File: config.mk
export PLATFORM = sky130hd
export DESIGN_NAME = data_mem_responder
export DESIGN_NICKNAME = d
export VERILOG_FILES = /design/src/rtl/data_mem_responder.sv
export SDC_FILE = /design/constraint.sdc
export NUM_CORES = 2
export LEC_CHECK = 0
export CAP_MARGIN = 20
export CORE_UTILIZATION = 34
export CTS_CLUSTER_DIAMETER = 150
export DETAILED_ROUTE_END_ITERATION = 16
export PLACE_DENSITY = 0.55
export SYNTH_ARGS = -nofsm -noshare
export SYNTH_HDL_FRONTEND = slang
export SYNTH_SLANG_ARGS = --single-unit
File: constraint.sdc
create_clock -name CLK -period 4 [get_ports CLK]
set_input_delay 0.8 -clock CLK [delete_from_list [all_inputs] [get_ports CLK]]
set_output_delay 0.8 -clock CLK [all_outputs]
set_load 0.05 [all_outputs]
File: src/rtl/data_mem_responder.sv
// data_mem_responder
//   Single-port 32-bit data memory with a fixed number of wait states.
//   One request is accepted in IDLE. The FSM then spends WAIT_CYCLES cycles
//   in WAIT, followed by one cycle in RESP, and returns to IDLE. Requests
//   that arrive while Busy is high are ignored.
//
// Parameters
//   ADDR_BITS   word-index width; the memory holds 2**ADDR_BITS words
//   WAIT_CYCLES number of wait-state cycles before each response (0..15)
//
// Ports
//   CLK        sole clock, rising edge
//   Reset      synchronous active-high reset (memory contents are kept)
//   MemRead    load request (sampled in IDLE)
//   MemWrite   store request (sampled in IDLE; wins over MemRead)
//   Addr       byte address; word index is Addr[ADDR_BITS+1:2]
//   WriteData  store data
//   ReadData   registered load data; holds until the next load response
//   Ready      one-cycle response strobe (state RESP)
//   Busy       high while a request is in flight (WAIT or RESP)
//   AddrErr    misaligned-access flag, valid with Ready
//
// Build option
//   MEM_MISALIGN_CHECK_EN  when defined, a latched Addr[1:0] != 0 raises
//                          AddrErr, suppresses the store, and returns 0 for
//                          a load. When undefined, Addr[1:0] is ignored and
//                          AddrErr is tied low.
module data_mem_responder #(
  parameter int ADDR_BITS   = 6,
  parameter int WAIT_CYCLES = 2
) (
  input  logic        CLK,
  input  logic        Reset,
  input  logic        MemRead,
  input  logic        MemWrite,
  input  logic [31:0] Addr,
  input  logic [31:0] WriteData,
  output logic [31:0] ReadData,
  output logic        Ready,
  output logic        Busy,
  output logic        AddrErr
);

  localparam int         DEPTH     = 2 ** ADDR_BITS;
  localparam logic [3:0] WAIT_LOAD = (WAIT_CYCLES > 0) ? 4'(WAIT_CYCLES - 1) : 4'd0;

  typedef enum logic [1:0] {
    ST_IDLE = 2'd0,
    ST_WAIT = 2'd1,
    ST_RESP = 2'd2
  } state_t;

  state_t state, state_next;

  logic [3:0]           cnt;
  logic                 op_wr;
  logic [ADDR_BITS-1:0] idx;
  logic [31:0]          wdata;
  logic [31:0]          mem [DEPTH];

  logic                 req;
  logic                 accept;
  logic                 enter_resp;
  logic                 eff_wr;
  logic [ADDR_BITS-1:0] eff_idx;
  logic [31:0]          eff_wdata;
  logic                 eff_mis;

  assign req    = MemRead | MemWrite;
  assign accept = (state == ST_IDLE) && req;

  // With WAIT_CYCLES == 0 the acceptance edge is also the edge that enters
  // RESP. The commit therefore has to use the live inputs while in IDLE.
  // In every other case the latched request is used.
  assign eff_wr    = (state == ST_IDLE) ? MemWrite : op_wr;
  assign eff_idx   = (state == ST_IDLE) ? Addr[ADDR_BITS+1:2] : idx;
  assign eff_wdata = (state == ST_IDLE) ? WriteData : wdata;

`ifdef MEM_MISALIGN_CHECK_EN
  logic mis;
  logic unused_addr;

  assign eff_mis     = (state == ST_IDLE) ? (Addr[1:0] != 2'b00) : mis;
  assign unused_addr = ^Addr[31:ADDR_BITS+2];

  always_ff @(posedge CLK) begin
    if (accept) mis <= (Addr[1:0] != 2'b00);
  end
`else
  logic unused_addr;

  assign eff_mis     = 1'b0;
  assign unused_addr = ^{Addr[31:ADDR_BITS+2], Addr[1:0]};
`endif

  // State register
  always_ff @(posedge CLK) begin
    if (Reset) state <= ST_IDLE;
    else       state <= state_next;
  end

  // Next-state logic
  always_comb begin
    state_next = state;
    case (state)
      ST_IDLE: if (req) state_next = (WAIT_CYCLES > 0) ? ST_WAIT : ST_RESP;
      ST_WAIT: if (cnt == 4'd0) state_next = ST_RESP;
      ST_RESP: state_next = ST_IDLE;
      default: state_next = ST_IDLE;
    endcase
  end

  assign enter_resp = (state_next == ST_RESP) && !Reset;

  // Output logic
  always_comb begin
    Busy  = (state == ST_WAIT) || (state == ST_RESP);
    Ready = (state == ST_RESP);
`ifdef MEM_MISALIGN_CHECK_EN
    AddrErr = (state == ST_RESP) && mis;
`else
    AddrErr = 1'b0;
`endif
  end

  // Request latch: these are data registers and are not reset
  always_ff @(posedge CLK) begin
    if (accept) begin
      op_wr <= MemWrite;
      idx   <= Addr[ADDR_BITS+1:2];
      wdata <= WriteData;
    end
  end

  // Memory array. Reset does not touch it, and a Reset on the commit edge
  // blocks the store.
  always_ff @(posedge CLK) begin
    if (enter_resp && eff_wr && !eff_mis) mem[eff_idx] <= eff_wdata;
  end

  // Wait counter and load data
  always_ff @(posedge CLK) begin
    if (Reset) begin
      cnt      <= 4'd0;
      ReadData <= 32'd0;
    end else begin
      if (accept)                                cnt <= WAIT_LOAD;
      else if (state == ST_WAIT && cnt != 4'd0)  cnt <= cnt - 4'd1;
      if (enter_resp && !eff_wr) ReadData <= eff_mis ? 32'd0 : mem[eff_idx];
    end
  end

endmodule

# ---- Word-level counts from Yosys, hierarchy flattened
# Memories as Yosys holds them, arrays and structs flattened. A register that Yosys moved wholly into a read port is not among the register bits.
# Cells that the tools add are included.
dict set report op_classes {
  n_bitwise 1
  add_sub_neg 1
  n_eq_ne 3
  n_mux 10
  reduce_logical 13
}
# operator count
set op_table {}
lappend op_table {{$mux W32} 1}
lappend op_table {{$mux W6} 1}
lappend op_table {{$logic_and A1 B1 Y1} 5}
lappend op_table {{$mux W1} 5}
lappend op_table {{$eq A2 B2 Y1 const B} 2}
lappend op_table {{$logic_not A4 Y1} 1}
lappend op_table {{$mux W2} 2}
lappend op_table {{$pmux W2 S2} 1}
lappend op_table {{$reduce_bool A4 Y1} 1}
lappend op_table {{$sub A4 B1 Y4 const B} 1}
lappend op_table {{$eq A2 B1 Y1 const B} 1}
lappend op_table {{$logic_not A1 Y1} 2}
lappend op_table {{$logic_not A2 Y1} 1}
lappend op_table {{$reduce_bool A2 Y1} 1}
lappend op_table {{$reduce_or A2 Y1} 1}
lappend op_table {{$logic_or A1 B1 Y1} 1}
lappend op_table {{$or A1 B1 Y1} 1}
dict set report word_totals {
  n_memories 1
  reg_bits 45
  in_bits 68
  mem_bits_rw 2048
  out_inout_bits 35
  wordCells 35
}
# name words word_bits rd rd_clocked_by_memory_dff write_ports line
set memory_table {}
lappend memory_table {mem 64 32 1 1 1 59} ;# logic [31:0] mem [DEPTH];

# ---- Depth between registers and ports, before layout
dict set report depth {
  depth_word 8
  depth_mapped 14
  mapped_depth_nobuf 9
}

# ---- Least setup slack after synthesis
# No wires, ideal clock.
dict set report synth_path {
  path_kind {input-to-reg}
  start {input Addr[3]}
  end {memory mem[17][0] (enable)}
  required_time_ns 3.579
  path_slack_ns 0.188
  n_path_buf 3
  cell_stages 7
  setup_ns 0.421
  arrival_time_ns 3.391
  cell_sequence {or2_2 > o32ai_2 > buf_2 > buf_4 > buf_2 > nand2_1 > nor2_1}
}
dict set report synth_between {
  elab_chain_len 1
}
# item line
set synth_rtl {}
lappend synth_rtl {{start: declaration} 36} ;# input logic [31:0] Addr,
lappend synth_rtl {{$mux W6} 76} ;# assign eff_idx = (state == ST_IDLE) ? Addr[ADDR_BITS+1:2] : idx;
lappend synth_rtl {{end: declaration} 59}
# No other way between the ends.

# ---- Worst setup path after layout
dict set report layout_path {
  start {register state[0]}
  end {register ReadData[30] (read register of mem)}
}
dict set report layout_between {
  elab_chain_len 5
  word_cells_on_any_way 11
  classes_between {eq/ne (2); mux (5); reduce/logical (4)}
}
# item line
set layout_rtl {}
lappend layout_rtl {{start: declaration} 53} ;# state_t state, state_next;
lappend layout_rtl {{start signal: assignment} 99} ;# else state <= state_next;
lappend layout_rtl {{$eq A2 B1 Y1, or another cell as far along} 105} ;# case (state)
lappend layout_rtl {{$pmux W2 S2} 105}
lappend layout_rtl {{$eq A2 B2 Y1} 113} ;# assign enter_resp = (state_next == ST_RESP) && !Reset;
lappend layout_rtl {{$logic_and A1 B1 Y1} 113}
lappend layout_rtl {{$logic_and A1 B1 Y1} 149} ;# if (enter_resp && !eff_wr) ReadData <= eff_mis ? 32'd0 : mem[eff_idx];
lappend layout_rtl {{end: declaration} 38} ;# output logic [31:0] ReadData,
# Parallel ways exist; a longest one is shown, timed or not.
# A chain may end at the register's enable or synchronous reset.

==> metrics.txt <==
# TYPE chip_impl_metric gauge
chip_impl_info{name="grt_setup_unrepaired",value="false"} 1
chip_impl_metric{name="max-slew-margin-rel",unit="%"} 34.6
chip_impl_metric{name="vias",unit=""} 45267
chip_impl_metric{name="combPwrFrac",unit="%"} 10.8
chip_impl_metric{name="worstPathMaxFanout",unit=""} 26
chip_impl_info{name="ctsRootBufferMaster",value="sky130_fd_sc_hd__clkbuf_16"} 1
chip_impl_metric{name="power_frac_clock",unit="%"} 38.8
chip_impl_metric{name="yosysUniqueCellTypes",unit=""} 62
chip_impl_metric{name="synth-edff-count",unit=""} 2087
chip_impl_metric{name="hold_violations",unit=""} 0
chip_impl_info{name="setup.worst_path.class",value="reg -> reg"} 1
chip_impl_metric{name="grt_first_pass_wirelength",unit="um"} 336000
chip_impl_metric{name="synthesis.area_per_instance",unit="um^2"} 17.9
chip_impl_info{name="clock_tree_from_tritoncts",value="built"} 1
chip_impl_metric{name="ir_drop",unit="uV"} 473
chip_impl_metric{name="overflow",unit=""} 0
chip_impl_info{name="ys.flop_type",value="sky130_fd_sc_hd__edfxtp_1"} 1
chip_impl_metric{name="fp.dieArea",unit="mm^2"} 0.234
chip_impl_metric{name="fillers",unit=""} 20349
chip_impl_info{name="layout_common_cells",value="sky130_fd_sc_hd__edfxtp_1 (2087), sky130_fd_sc_hd__a22oi_1 (551), sky130_fd_sc_hd__buf_4 (307), sky130_fd_sc_hd__mux2i_1 (305), sky130_fd_sc_hd__nand2_1 (219)"} 1
chip_impl_info{name="outcome",value="completed"} 1
chip_impl_metric{name="worstPathArrival",unit="ns"} 4.41
chip_impl_metric{name="dieWidth",unit="um"} 484
chip_impl_metric{name="initialDrtViolationCount",unit=""} 5210
chip_impl_metric{name="route.final.wire_length",unit="um"} 239000
chip_impl_metric{name="antenna_left",unit=""} 0
chip_impl_metric{name="swShare",unit="%"} 24.3
chip_impl_metric{name="clock_pin_slew_of_the_registers_on_the_worst_case_setup_and_hold_paths",unit="ns"} 0.06
chip_impl_info{name="reg2reg_to",value="ReadData[30]$_SDFFE_PP0P_"} 1
chip_impl_info{name="holdCritPathClass",value="reg -> reg"} 1
chip_impl_metric{name="static-leakage-power",unit="nW"} 29.9
chip_impl_metric{name="clock_latency_reported_for_the_late_side_of_the_worst_skew_pair",unit="ns"} 0.86
chip_impl_metric{name="core_area",unit="mm^2"} 0.230
chip_impl_metric{name="ctsHtreeMaxLevel",unit=""} 4
chip_impl_metric{name="worst_clk_skew",unit="ns"} 0.0560
chip_impl_metric{name="yosysTopAreaCellShare",unit="%"} 79.4
chip_impl_metric{name="fp-row-count",unit=""} 176
chip_impl_metric{name="hold_depth",unit=""} 2
chip_impl_metric{name="floorplan.die.height",unit="um"} 484
chip_impl_info{name="synth_largest_area_cell",value="sky130_fd_sc_hd__edfxtp_1"} 1
chip_impl_metric{name="seqPwrFrac",unit="%"} 50.4
chip_impl_metric{name="dp.final_hpwl",unit="um"} 146000
chip_impl_metric{name="placement.io_buffers",unit=""} 75
chip_impl_metric{name="start_util",unit="%"} 34.3
chip_impl_metric{name="gp_congestion",unit=""} 0.833
chip_impl_metric{name="synthCells",unit=""} 4400
chip_impl_info{name="worst_setup_path_start_kind",value="flop"} 1
chip_impl_metric{name="grt_antenna_before_repair",unit=""} 12
chip_impl_metric{name="finalWorstPathRequiredPeriod",unit="ns"} 3.71
chip_impl_metric{name="worstMarginPinSlew",unit="ns"} 0.982
chip_impl_metric{name="number_of_cells_in_the_finished_layout_apart_from_fillers",unit=""} 8080
chip_impl_metric{name="place.detailed.instances",unit=""} 7688
chip_impl_metric{name="synthArstFlopShare",unit="%"} 0
chip_impl_metric{name="post_detailed_route_drc_marker_count",unit=""} 0
chip_impl_metric{name="netSwitchingPower",unit="mW"} 12.2
chip_impl_metric{name="finalNetCount",unit=""} 4948
chip_impl_metric{name="post-cts-setup-buffers",unit=""} 0
chip_impl_metric{name="cts.hold.buffers_added",unit=""} 0
chip_impl_metric{name="avg_vias_per_cell",unit=""} 5.60
chip_impl_metric{name="number_of_global_route_vias_before_repair",unit=""} 43873
chip_impl_metric{name="clock_tree.buffer_depth",unit=""} 3
chip_impl_metric{name="synth.yosys.warnings",unit=""} 0
chip_impl_info{name="element_type_at_the_critical_path_end",value="flop"} 1
chip_impl_metric{name="cts.sinks",unit=""} 2125
chip_impl_metric{name="area_growth_syn_to_layout",unit="%"} 20.3
chip_impl_info{name="layout.cells.most_common",value="sky130_fd_sc_hd__edfxtp_1"} 1
chip_impl_metric{name="tritoncts.num_buffers",unit=""} 212
chip_impl_metric{name="detailed_place.area",unit="mm^2"} 0.0882
chip_impl_metric{name="mappedNetlistNets",unit=""} 4472
chip_impl_metric{name="finalSetupViolCount",unit=""} 0
chip_impl_metric{name="max_clock_freq",unit="MHz"} 270
chip_impl_metric{name="worstRegToRegCells",unit=""} 12
chip_impl_info{name="min_delay_worst_endpoint",value="ReadData[1]$_SDFFE_PP0P_"} 1
chip_impl_metric{name="final_layout_size_suffix_gt1_share",unit="%"} 17.6
chip_impl_info{name="synthTopCellsByArea",value="sky130_fd_sc_hd__edfxtp_1 (79%), sky130_fd_sc_hd__a22oi_1 (5.2%), sky130_fd_sc_hd__mux2i_1 (3.9%)"} 1
chip_impl_metric{name="grt_start_max_net_pins",unit=""} 65
chip_impl_metric{name="finalMaxSlewViolations",unit=""} 0
chip_impl_info{name="rr_startpoint",value="state[0]$_SDFF_PP0_"} 1
chip_impl_metric{name="hold_slack",unit="ns"} 0.502
chip_impl_metric{name="worst-endpoint-required",unit="ns"} 4.70
chip_impl_metric{name="yosysSeqAreaShare",unit="%"} 80.3
chip_impl_metric{name="dr.pass1.iters",unit=""} 8
chip_impl_metric{name="design_area",unit="mm^2"} 0.0950
chip_impl_info{name="hold_path.startpoint",value="ReadData[1]$_SDFFE_PP0P_"} 1
chip_impl_metric{name="layout_worst_path_cycle_share",unit="%"} 92.7
chip_impl_metric{name="p_int",unit="mW"} 38.0
chip_impl_metric{name="ctsResizeCount",unit=""} 0
chip_impl_metric{name="ios",unit=""} 103
chip_impl_metric{name="area_of_the_mapped_netlist",unit="mm^2"} 0.0790
chip_impl_metric{name="synth-seq-cells",unit=""} 2125
chip_impl_metric{name="power_density",unit="mW/mm^2"} 528
chip_impl_metric{name="post_drt_wl_per_cell",unit="um"} 29.6
chip_impl_metric{name="max_cap_viol_count",unit=""} 0
chip_impl_metric{name="r2r_slack",unit="ns"} 0.29
chip_impl_metric{name="grtUsageTotal",unit="%"} 20.1
## cells by family after synthesis
family	count (synthesis)	synth area share [%]
adder cells (fa/ha/maj)	4	0.0634
AO/OA/AOI/OAI	1168	10.6
other	1	0.00475
buffers and inverters	286	1.87
flip-flops	2125	80.3
AND/OR/NAND/NOR	472	2.69
multiplexers	341	4.39
XOR/XNOR	3	0.0333
## worst max-delay path: stages (launching register included)
cell and delay, ns:
sky130_fd_sc_hd__dfxtp_1 0.33, sky130_fd_sc_hd__inv_1 0.12, sky130_fd_sc_hd__ha_4 0.42, sky130_fd_sc_hd__buf_4 0.42, sky130_fd_sc_hd__nor3_1 0.16, sky130_fd_sc_hd__a21oi_4 0.21
sky130_fd_sc_hd__buf_12 0.21, sky130_fd_sc_hd__buf_12 0.22, sky130_fd_sc_hd__o22ai_1 0.12, sky130_fd_sc_hd__o21ai_0 0.61, sky130_fd_sc_hd__nand3_1 0.30, sky130_fd_sc_hd__nor3_1 0.24
sky130_fd_sc_hd__a311oi_1 0.12
## routing by layer
metal / vias to the layer above / share of wire [%] / wire length [um] / global-route usage (%)
met5: - / 0 / 0 / 0
met4: 0 / 2.9 / 6930 / 6.17
met3: 310 / 7.8 / 18600 / 3.40
met2: 1997 / 47 / 112000 / 31.8
met1: 23755 / 42 / 102000 / 28.1
li1: 19205 / - / - / -
## how the worst max path moves through the flow
stage,from,endpoint
after global placement,Addr[2],ReadData[30]$_SDFFE_PP0P_
final,state[0]$_SDFF_PP0_,ReadData[30]$_SDFFE_PP0P_
after CTS,state[0]$_SDFF_PP0_,ReadData[30]$_SDFFE_PP0P_
after floorplan,Addr[3],mem[17][0]$_DFFE_PP_
after global routing,state[0]$_SDFF_PP0_,ReadData[15]$_SDFFE_PP0P_
after detailed placement,Addr[2],ReadData[15]$_SDFFE_PP0P_
## synthesized netlist by cell type, types with 2 or more instances
cell,number
sky130_fd_sc_hd__nand2b_1,8
sky130_fd_sc_hd__o32ai_4,3
sky130_fd_sc_hd__a41o_1,8
sky130_fd_sc_hd__a2111oi_0,7
sky130_fd_sc_hd__buf_4,45
sky130_fd_sc_hd__buf_2,139
sky130_fd_sc_hd__o21ai_2,2
sky130_fd_sc_hd__nor2b_1,3
sky130_fd_sc_hd__nand4_1,46
sky130_fd_sc_hd__a41oi_1,78
sky130_fd_sc_hd__a222oi_1,37
sky130_fd_sc_hd__ha_1,4
sky130_fd_sc_hd__mux2_2,33
sky130_fd_sc_hd__and4_1,9
sky130_fd_sc_hd__o211ai_1,10
sky130_fd_sc_hd__nand3_1,12
sky130_fd_sc_hd__nand2_1,224
sky130_fd_sc_hd__edfxtp_1,2087
sky130_fd_sc_hd__a221oi_1,20
sky130_fd_sc_hd__a22oi_1,551
sky130_fd_sc_hd__buf_6,8
sky130_fd_sc_hd__buf_1,21
sky130_fd_sc_hd__a22o_1,16
sky130_fd_sc_hd__inv_1,6
sky130_fd_sc_hd__dfxtp_1,38
sky130_fd_sc_hd__a211oi_1,15
sky130_fd_sc_hd__o22ai_1,162
sky130_fd_sc_hd__a21oi_1,124
sky130_fd_sc_hd__nor3_1,12
sky130_fd_sc_hd__o21ai_0,79
sky130_fd_sc_hd__xor2_1,2
sky130_fd_sc_hd__o21bai_1,2
sky130_fd_sc_hd__nor4_1,30
sky130_fd_sc_hd__nor2_1,112
sky130_fd_sc_hd__a31oi_1,27
sky130_fd_sc_hd__a311oi_1,15
sky130_fd_sc_hd__clkbuf_1,67
sky130_fd_sc_hd__or4_1,9
sky130_fd_sc_hd__mux2i_1,306
## flip-flops by register name, indices dropped and copies added (netlist names)
signal,count
mem,2048
ReadData,32
wdata,32
idx,6
cnt,4
state,2
op_wr,1
## power groups by stage
stage	clock (mW)	combinational [mW]	sequential, mW
floorplan	0	2.75	25.7
global placement	0	5.37	25.7
detailed placement	0	5.43	25.7
CTS	19.8	5.45	25.3
global route	20.6	5.71	25.3
finish	19.5	5.42	25.3
## area by class of cell
| type | count | area, um^2 | area share, % |
|---|---|---|---|
| Sequential cell | 2125 | 63400 | 66.8 |
| Multi-Input combinational cell | 1989 | 14700 | 15.5 |
| Timing Repair Buffer | 542 | 6250 | 6.59 |
| Clock buffer | 274 | 5630 | 5.93 |
| Tap cell | 3026 | 3790 | 3.99 |
| Clock inverter | 116 | 1150 | 1.22 |
| Inverter | 6 | 22.5 | 0.0237 |
| Antenna cell | 2 | 5.00 | 0.00527 |
## per-stage QoR
step	worst slack [ns]	TNS, ns	power, mW	util [%]
2_1_floorplan	0.188	0	28.5	-
3_3_place_gp	0.00230	0	31.1	38.3
3_5_place_dp	-0.0553	-0.0929	31.2	38.3
4_1_cts	0.218	0	50.5	41.2
5_1_grt	0.127	0	51.5	41.2
6_report	0.291	0	50.1	41.2
(Power assumes the default switching activity.)
